File: config.mk
export PLATFORM = sky130hd
export DESIGN_NAME = gate_stimulus_gen_flat
export DESIGN_NICKNAME = d
export VERILOG_FILES = /design/src/rtl/gate_stimulus_gen_pkg.sv /design/src/rtl/gate_stimulus_gen_if.sv /design/src/rtl/gate_stimulus_gen_half_period_toggler.sv /design/src/rtl/gate_stimulus_gen.sv /design/src/flat_wrapper.sv
export SDC_FILE = /design/constraint.sdc
export NUM_CORES = 1
export LEC_CHECK = 0
export CORE_AREA = 2 2 81 83
export DETAILED_ROUTE_END_ITERATION = 8
export DIE_AREA = 0 0 83 85
export PLACE_DENSITY = 0.69
export SYNTH_ARGS = -nofsm -noshare
export SYNTH_HDL_FRONTEND = slang
export SYNTH_HIERARCHICAL = 1
export SYNTH_SLANG_ARGS = --single-unit
File: constraint.sdc
create_clock -name clk -period 3.2 [get_ports clk]
set_input_delay 0.64 -clock clk [delete_from_list [all_inputs] [get_ports clk]]
set_output_delay 0.64 -clock clk [all_outputs]
set_load 0.03 [all_outputs]
File: src/rtl/gate_stimulus_gen_pkg.sv
// Shared types for the AND-gate stimulus source: FSM states, run modes and
// the 3-bit {A,B,C} code.
package gate_stim_pkg;

  typedef enum logic [1:0] {
    ST_IDLE   = 2'd0,
    ST_TOGGLE = 2'd1,
    ST_SWEEP  = 2'd2,
    ST_DONE   = 2'd3
  } state_t;

  localparam logic MODE_TOGGLE = 1'b0;
  localparam logic MODE_SWEEP  = 1'b1;

  typedef logic [2:0] code_t;

  localparam code_t CODE_FIRST = 3'b000;
  localparam code_t CODE_LAST  = 3'b111;

endpackage

File: src/rtl/gate_stimulus_gen_if.sv
// Control and stimulus bundle between the stimulus source (slave side)
// and whoever requests runs and observes the A/B/C stimulus (master side).
interface gate_stimulus_gen_if #(
  parameter int unsigned CNT_W = 8
) ();

  logic             en;
  logic             mode;
  logic [CNT_W-1:0] step_len;
  logic             A;
  logic             B;
  logic             C;
  logic             chg;
  logic             done;

  modport master (
    output en, mode, step_len,
    input  A, B, C, chg, done
  );

  modport slave (
    input  en, mode, step_len,
    output A, B, C, chg, done
  );

endinterface

File: src/rtl/gate_stimulus_gen_half_period_toggler.sv
// Square-wave source: q flips every HALF cycles while run is high; counter
// and q return to 0 whenever run is low.
module half_period_toggler #(
  parameter int unsigned HALF  = 100,
  parameter int unsigned CNT_W = 8
) (
  input  logic clk,
  input  logic rst,
  input  logic run,
  output logic q
);

  localparam logic [CNT_W-1:0] LAST = CNT_W'(HALF - 1);

  logic [CNT_W-1:0] cnt_q, cnt_d;
  logic             q_q, q_d;

  always_comb begin
    cnt_d = '0;
    q_d   = 1'b0;
    if (run) begin
      if (cnt_q == LAST) begin
        cnt_d = '0;
        q_d   = ~q_q;
      end else begin
        cnt_d = cnt_q + CNT_W'(1);
        q_d   = q_q;
      end
    end
  end

  always_ff @(posedge clk) begin
    if (rst) begin
      cnt_q <= '0;
      q_q   <= 1'b0;
    end else begin
      cnt_q <= cnt_d;
      q_q   <= q_d;
    end
  end

  assign q = q_q;

endmodule

File: src/rtl/gate_stimulus_gen.sv
// Drives A/B/C of the downstream AND gate: free-running square waves
// (TOGGLE) or an 8-code exhaustive walk with programmable dwell (SWEEP).
module gate_stimulus_gen
  import gate_stim_pkg::*;
#(
  parameter int unsigned CNT_W  = 8,
  parameter int unsigned HALF_A = 100,
  parameter int unsigned HALF_B = 70,
  parameter int unsigned HALF_C = 50
) (
  input  logic                clk,
  input  logic                rst,
  gate_stimulus_gen_if.slave  bus
);

  state_t           state_q, state_d;
  code_t            abc_q, abc_d;
  code_t            code_q, code_d;
  logic [CNT_W-1:0] dwell_q, dwell_d;
  logic [CNT_W-1:0] len_q, len_d;
  logic             chg_q, chg_d;
  logic             done_q, done_d;

  logic tgl_run;
  logic tq_a, tq_b, tq_c;

  // Togglers start one cycle early (on the IDLE->TOGGLE edge) so that their
  // registered q, re-registered into abc_q, lands exactly at t = HALF_x.
  assign tgl_run = bus.en &&
                   (((state_q == ST_IDLE) && (bus.mode == MODE_TOGGLE)) ||
                    (state_q == ST_TOGGLE));

  half_period_toggler #(.HALF(HALF_A), .CNT_W(CNT_W)) u_tgl_a (
    .clk(clk), .rst(rst), .run(tgl_run), .q(tq_a)
  );
  half_period_toggler #(.HALF(HALF_B), .CNT_W(CNT_W)) u_tgl_b (
    .clk(clk), .rst(rst), .run(tgl_run), .q(tq_b)
  );
  half_period_toggler #(.HALF(HALF_C), .CNT_W(CNT_W)) u_tgl_c (
    .clk(clk), .rst(rst), .run(tgl_run), .q(tq_c)
  );

  always_comb begin
    state_d = state_q;
    code_d  = code_q;
    dwell_d = dwell_q;
    len_d   = len_q;
    abc_d   = '0;
    done_d  = 1'b0;
    case (state_q)
      ST_IDLE: begin
        code_d  = CODE_FIRST;
        dwell_d = '0;
        if (bus.en) begin
          if (bus.mode == MODE_SWEEP) begin
            state_d = ST_SWEEP;
            len_d   = (bus.step_len == '0) ? CNT_W'(1) : bus.step_len;
          end else begin
            state_d = ST_TOGGLE;
          end
        end
      end
      ST_TOGGLE: begin
        if (!bus.en) state_d = ST_IDLE;
        else         abc_d   = {tq_a, tq_b, tq_c};
      end
      ST_SWEEP: begin
        if (!bus.en) begin
          state_d = ST_IDLE;
          code_d  = CODE_FIRST;
          dwell_d = '0;
        end else if (dwell_q == len_q - CNT_W'(1)) begin
          dwell_d = '0;
          if (code_q == CODE_LAST) begin
            state_d = ST_DONE;
            done_d  = 1'b1;
            abc_d   = CODE_LAST;
          end else begin
            code_d = code_q + 3'd1;
            abc_d  = code_d;
          end
        end else begin
          dwell_d = dwell_q + CNT_W'(1);
          abc_d   = code_q;
        end
      end
      ST_DONE: begin
        if (!bus.en) begin
          state_d = ST_IDLE;
        end else begin
          abc_d  = CODE_LAST;
          done_d = 1'b1;
        end
      end
      default: state_d = ST_IDLE;
    endcase
    chg_d = (abc_d != abc_q);
  end

  always_ff @(posedge clk) begin
    if (rst) begin
      state_q <= ST_IDLE;
      abc_q   <= '0;
      code_q  <= '0;
      dwell_q <= '0;
      len_q   <= '0;
      chg_q   <= 1'b0;
      done_q  <= 1'b0;
    end else begin
      state_q <= state_d;
      abc_q   <= abc_d;
      code_q  <= code_d;
      dwell_q <= dwell_d;
      len_q   <= len_d;
      chg_q   <= chg_d;
      done_q  <= done_d;
    end
  end

  assign bus.A    = abc_q[2];
  assign bus.B    = abc_q[1];
  assign bus.C    = abc_q[0];
  assign bus.chg  = chg_q;
  assign bus.done = done_q;

endmodule

File: src/flat_wrapper.sv
// flat-port wrapper written by rule: the top's interface ports become plain ports
module gate_stimulus_gen_flat import gate_stim_pkg::*;
#(
  parameter int unsigned CNT_W  = 8,
  parameter int unsigned HALF_A = 100,
  parameter int unsigned HALF_B = 70,
  parameter int unsigned HALF_C = 50
)
  (clk, rst, bus_en, bus_mode, bus_step_len, bus_A, bus_B, bus_C, bus_chg, bus_done);
  gate_stimulus_gen_if #(.CNT_W(CNT_W)) bus_i ();
  input  logic clk;
  input  logic rst;
  input wire logic [$bits(bus_i.en)-1:0] bus_en;
  input wire logic [$bits(bus_i.mode)-1:0] bus_mode;
  input wire logic [$bits(bus_i.step_len)-1:0] bus_step_len;
  output wire logic [$bits(bus_i.A)-1:0] bus_A;
  output wire logic [$bits(bus_i.B)-1:0] bus_B;
  output wire logic [$bits(bus_i.C)-1:0] bus_C;
  output wire logic [$bits(bus_i.chg)-1:0] bus_chg;
  output wire logic [$bits(bus_i.done)-1:0] bus_done;
  assign bus_i.en = bus_en;
  assign bus_i.mode = bus_mode;
  assign bus_i.step_len = bus_step_len;
  assign bus_A = bus_i.A;
  assign bus_B = bus_i.B;
  assign bus_C = bus_i.C;
  assign bus_chg = bus_i.chg;
  assign bus_done = bus_i.done;
  gate_stimulus_gen #(.CNT_W(CNT_W), .HALF_A(HALF_A), .HALF_B(HALF_B), .HALF_C(HALF_C)) u_core (.clk(clk), .rst(rst), .bus(bus_i));
endmodule
==> results of run 1 <==
## state kept, by name, summed over array words and instances, names as in the netlist
| signal | cells |
|---|---|
| u_core/u_tgl_c/q | 1 |
| u_core/u_tgl_a/cnt_q | 8 |
| u_core/u_tgl_a/q | 1 |
| u_core/u_tgl_c/cnt_q | 8 |
| u_core/len_q | 8 |
| u_core/dwell_q | 8 |
| u_core/u_tgl_b/cnt_q | 8 |
| u_core/code_q | 3 |
| u_core/bus.chg | 1 |
| u_core/bus.done | 1 |
| u_core/abc_q | 3 |
| u_core/u_tgl_b/q | 1 |
| u_core/state_q | 2 |
## worst min-delay path by stage
stage                            start                      end  cells after the start
4_1_cts        u_core/u_tgl_a/cnt_q[0]  u_core/u_tgl_a/cnt_q[0]                      1
3_3_place_gp   u_core/u_tgl_a/cnt_q[0]  u_core/u_tgl_a/cnt_q[0]                      1
2_1_floorplan  u_core/u_tgl_a/cnt_q[0]  u_core/u_tgl_a/cnt_q[0]                      1
5_1_grt        u_core/u_tgl_a/cnt_q[0]  u_core/u_tgl_a/cnt_q[0]                      1
6_report       u_core/u_tgl_a/cnt_q[0]  u_core/u_tgl_a/cnt_q[0]                      1
3_5_place_dp   u_core/u_tgl_a/cnt_q[0]  u_core/u_tgl_a/cnt_q[0]                      1
## metrics by stage
step	total power (uW)	cell area (sq um)	util
after floorplan	772.6	2665	-
after global placement	805.1	2907	0.4684
after detailed placement	806.8	2907	0.4684
after CTS	1261	3018	0.4864
after global routing	1297	3018	0.4864
final	1248	3018	0.4864
## Yosys cell counts, types with 7 or more instances
| cell | instances | area, sq um |
|---|---|---|
| inv_1 | 9 | 33.78 |
| nor2b_1 | 7 | 43.79 |
| mux2i_1 | 9 | 90.09 |
| nand2b_1 | 13 | 81.33 |
| a21oi_1 | 23 | 115.1 |
| dfxtp_1 | 53 | 1061 |
| nand2_1 | 13 | 48.80 |
| or3_1 | 12 | 75.07 |
| nand3_1 | 14 | 70.07 |
| o21ai_0 | 12 | 60.06 |
| ha_1 | 10 | 125.1 |
| nor2_1 | 42 | 157.7 |
| xnor2_1 | 11 | 96.34 |
| xor2_1 | 13 | 113.9 |
## logic make-up after synthesis
logic type,Yosys count,synth area share
AOI/OAI and AO/OA,62,0.1517
and+or+nand+nor,130,0.2695
xor gates and xnor gates,24,0.07887
muxes,9,0.03380
DFF,53,0.3981
buffers and inverters,15,0.02113
adders and majority gates,10,0.04695
## layer usage
metal | vias to the layer above | global-route usage
met2 | 25 | 0.2632
li1 | 1105 | -
met1 | 989 | 0.1846
met5 | - | 0
met4 | 0 | 0.04918
met3 | 8 | 0.03113
## final cells by class
type                            instances  area [sq um]
Clock buffer                            6         72.57
Clock inverter                          2         38.79
Fill cell                             619          3187
Inverter                                9         33.78
Multi-Input combinational cell        235          1548
Sequential cell                        53          1061
Tap cell                               77         96.34
Timing Repair Buffer                   17         167.7
## cell usage in the layout (no fill, tap or decap), types with 3 or more instances in the layout
master / Yosys / layout
nand2_1: 13 / 13
ha_1: 10 / 10
clkbuf_8: 0 / 5
nand3_1: 14 / 14
inv_1: 9 / 9
nand2b_1: 13 / 13
a21oi_1: 23 / 23
nor2b_1: 7 / 7
xor2_1: 13 / 13
nand4_1: 4 / 4
clkdlybuf4s50_1: 0 / 16
o21bai_1: 4 / 4
dfxtp_1: 53 / 53
xnor2_1: 11 / 11
mux2i_1: 9 / 9
nor3b_1: 3 / 3
nor2_1: 42 / 42
or3_1: 12 / 12
o21ai_0: 12 / 12
o211a_1: 3 / 3
nor3_1: 4 / 4
## power groups by stage
| stage | Clock, uW | Combinational [uW] | Sequential (uW) |
|---|---|---|---|
| floorplan | 0 | 79.4 | 693 |
| global placement | 0 | 107 | 698 |
| detailed placement | 0 | 108 | 699 |
| CTS | 469 | 109 | 683 |
| global route | 490 | 122 | 685 |
| finish | 456 | 109 | 683 |
==> metrics.csv, run 1 <==
metric,value,unit
worst-path cell chain,"or4_4, or3_1, a2111o_1, nor2_4, and2_4, o211a_1, xor2_1, a31oi_1",
post-route ant nets,0,
setup ws final,474.5,ps
worst slew pin tran,573.7,ps
Psw,291.8,uW
final cell count without fillers,399,
power per cell area,413.5,nW/um^2
total clock sinks,53,
kind of critical path,flop to flop,
initial antenna violation count,0,
global-route wire length before repair,8.825,mm
DRT met1 WL,2.424,mm
Post-synth top flop,dfxtp_1,
min-delay worst type,flop to flop,
Min Hold Slack,457.9,ps
crit share post-route,0.8517,
Worst EP arrival,2910,ps
Post-Syn Area,2665,sq um
reg2reg path depth,8,
initial core utilization,0.4295,
unrepaired setup endpoints after global routing,false,
cell-internal power,956.1,uW
iteration-0 DRC count of the detailed router,111,
syn_area_per_cell,8.796,sq um
Avg WL per Cell,12.73,um
CP top delay family,simple AND/OR/NAND/NOR gates,
combinational share of power,0.088,
Die Area,7055,sq um
hold_buf cts,0,
RD Place Congestion,0.8033,
via count,2127,
Die Ht,85,um
Crit-path slowest cell,or4_4,
"CTS clk-pin slew, worst paths",100,ps
WL met3,128,um
leak pwr,0.001008,uW
WP depth,8,
Worst EP required,3380,ps
max-slew violation count,0,
Nets,343,
CTS tree,built,
share of power burned in registers,0.547,
postcts setup bufs,0,
vias in the first global route,2042,
share of layout cells above drive strength 1,0.05901,
min cycle time layout,2726,ps
clock power share,0.365,
insertion delay to the later sink of the worst-skew pair,310,ps
Worst Setup SP,u_core/len_q[0],
Placed Cells,391,
status,"complete, no violations",
maximum fanout along the worst path,6,
max_cap viols,0,
synthesized flop and latch total,53,
Highest Clock Rate,366.9,MHz
Vias/cell,5.331,
CTS buffer count,5,
row cnt,29,
post-synthesis sequential area ratio,0.3981,
core area,6205,sq um
DRT Wirelength,5.078,mm
Reg-to-Reg End,u_core/bus.chg,
switching share of power,0.2339,
post-DP HPWL,3.748,mm
Post-Syn Instances,303,
largest net degree at the start of global routing,18,
DR top layer,met4,
routed length on met2,2.466,mm
clock skew,10.95,ps
r2r startpoint,u_core/len_q[0],
type of origin of the critical path,flop,
Final setup viols,0,
port bufs,16,
reg2reg setup slack,470,ps
Worst slew margin,0.6149,
crit end category,flop,
root cell of the clock tree,clkbuf_8,
asr flop ratio synth,0,
drc violations,0,
global route overflow,0,
post_cts resized,0,
CTS max path bufs,2,
Mapped Nets,325,
Die W,83,um
n_diodes,0,
Max VDD drop,226.4,uV
Worst Setup EP,u_core/bus.chg,
CP bufs+invs,0,
area grow syn2layout,13.24,%
1st-pass router iterations,4,
final setup TNS,0,ps
Tot GR Track Use,0.1501,
Top-Level Pins,17,
htree depth,2,
final hold viol count,0,
Worst path max stage delay,560,ps
Post-synth EDFFs,0,
number of distinct library cells after synthesis,50,
DP Worst Slack,530.8,ps
number of synthesis warnings,6,
(Power assumes the default switching activity.)
==> inputs of run 2 (changes only) <==
--- a/config.mk
+++ b/config.mk
@@ -9,6 +9,7 @@
 export DETAILED_ROUTE_END_ITERATION = 8
 export DIE_AREA = 0 0 83 85
 export PLACE_DENSITY = 0.69
+export SETUP_SLACK_MARGIN = 0.1
 export SYNTH_ARGS = -nofsm -noshare
 export SYNTH_HDL_FRONTEND = slang
 export SYNTH_HIERARCHICAL = 1
==> results of run 2 <==
No change in the layout: final DEF, timing and power equal those of run 1.
==> inputs of run 3 (changes only) <==
--- a/config.mk
+++ b/config.mk
@@ -9,6 +9,7 @@
 export DETAILED_ROUTE_END_ITERATION = 8
 export DIE_AREA = 0 0 83 85
 export PLACE_DENSITY = 0.69
+export REMOVE_ABC_BUFFERS = 1
 export SETUP_SLACK_MARGIN = 0.1
 export SYNTH_ARGS = -nofsm -noshare
 export SYNTH_HDL_FRONTEND = slang
==> run 3 against run 2 <==
Combinational power barely moved. Wire length is essentially flat. Final cell count down 0.25%. Non-clock buffer count unchanged. Global-route usage increased by 0.68 points. Critical path depth did not move. Hold slack worse by 4.5 ps. Die area stayed put.
==> metrics.csv, run 3 (same netlist as run 1, synthesis figures left out) <==
metric,value,unit
Die Ht,85,um
reg2reg setup slack,560,ps
Die Area,7055,sq um
Nets,343,
initial core utilization,0.4295,
RD Place Congestion,0.8013,
final setup TNS,0,ps
iteration-0 DRC count of the detailed router,92,
final hold viol count,0,
Top-Level Pins,17,
crit end category,flop,
via count,2135,
final cell count without fillers,398,
vias in the first global route,2136,
Worst EP arrival,2820,ps
"CTS clk-pin slew, worst paths",90,ps
r2r startpoint,u_core/len_q[0],
unrepaired setup endpoints after global routing,false,
Final setup viols,0,
type of origin of the critical path,flop,
htree depth,2,
Reg-to-Reg End,u_core/bus.chg,
Worst EP required,3390,ps
area grow syn2layout,12.44,%
row cnt,29,
Multi-input gate area,1548,sq um
Highest Clock Rate,379.1,MHz
Worst Hold End,u_core/u_tgl_a/cnt_q[0],
Avg WL per Cell,12.77,um
insertion delay to the later sink of the worst-skew pair,300,ps
drc violations,0,
Tot GR Track Use,0.1569,
CTS max path bufs,2,
leak pwr,0.0009962,uW
post-route ant nets,0,
Max VDD drop,248.9,uV
power per cell area,393.7,nW/um^2
status,"complete, no violations",
FF/Latch Area,1061,sq um
min-delay worst type,flop to flop,
Placed Cells,391,
max-slew violation count,0,
CTS tree,built,
min cycle time layout,2638,ps
port bufs,16,
core area,6205,sq um
total clock sinks,53,
hold_buf cts,0,
share of layout cells above drive strength 1,0.05919,
root cell of the clock tree,clkbuf_8,
n_diodes,0,
clock skew,3.666,ps
"commonest non-fill, non-tap cells in the layout","53 x dfxtp_1, 42 x nor2_1, 23 x a21oi_1",
maximum fanout along the worst path,6,
reg2reg path depth,8,
number of fill cells,591,
max_cap viols,0,
post_cts resized,0,
DRT Wirelength,5.082,mm
CTS buffer count,5,
kind of critical path,flop to flop,
initial antenna violation count,0,
global-route wire length before repair,9.246,mm
Vias/cell,5.364,
Worst Hold Depth,1,
Die W,83,um
hold_sp,u_core/u_tgl_a/cnt_q[0],
post-DP HPWL,3.738,mm
global route overflow,0,
largest net degree at the start of global routing,17,
Worst Setup SP,u_core/len_q[0],
"commonest non-fill, non-tap cell in the layout",dfxtp_1,
postcts setup bufs,0,
worst slew pin tran,565.0,ps
crit share post-route,0.8244,
Worst slew margin,0.6233,
1st-pass router iterations,4,
-- run 3: critical path, cell delays in order, from the launching register on --
cell      delay [ps]
dfxtp_1          370
or4_4            560
or3_1            350
a2111o_1         480
nor2_4           150
and2_4           170
o211a_1          180
xor2_1           150
a31oi_1          110
-- run 3: per-stage QoR --
stage	hold slack [ps]	worst slack (ps)	total power [uW]	utilization	area, sq um
finish	453.4	562.0	1180	0.4830	2997
floorplan	417.5	711.7	767.4	-	2643
global placement	428.2	643.6	805.4	0.4684	2907
detailed placement	444.6	575.2	807.2	0.4684	2907
CTS	459.8	562.3	1192	0.4830	2997
global route	466.0	282.6	1231	0.4830	2997
-- run 3: how the worst max path moves through the flow --
stage,slack (ps),end,cells after the start
floorplan,710,u_core/bus.chg,8
global placement,640,u_core/bus.chg,8
detailed placement,580,u_core/bus.chg,8
CTS,560,u_core/bus.chg,8
global route,280,u_core/bus.chg,10
finish,560,u_core/bus.chg,8
-- run 3: area by class of cell --
cell class	instances	share of cell area
multi-input cells	235	0.5165
flip-flops and latches	53	0.3541
repair buffers	17	0.05595
well taps	77	0.03215
clock buffers	6	0.02756
inverters	9	0.01127
clock inverters	1	0.002505
-- run 3: metal layers --
| layer | global-route usage | wire length [um] | vias to the layer above |
|---|---|---|---|
| met2 | 0.2595 | 2460 | 25 |
| met4 | 0.05663 | 67 | 0 |
| met3 | 0.04475 | 155 | 8 |
| met1 | 0.1962 | 2399 | 992 |
| li1 | - | - | 1110 |
| met5 | 0 | 0 | - |
-- run 3: report_power, final --
part	internal [uW]	switching [uW]	total [uW]
Clock	172	216	387
Combinational	52.4	57.2	110
Sequential	668	14.4	683
Total	892	287	1180
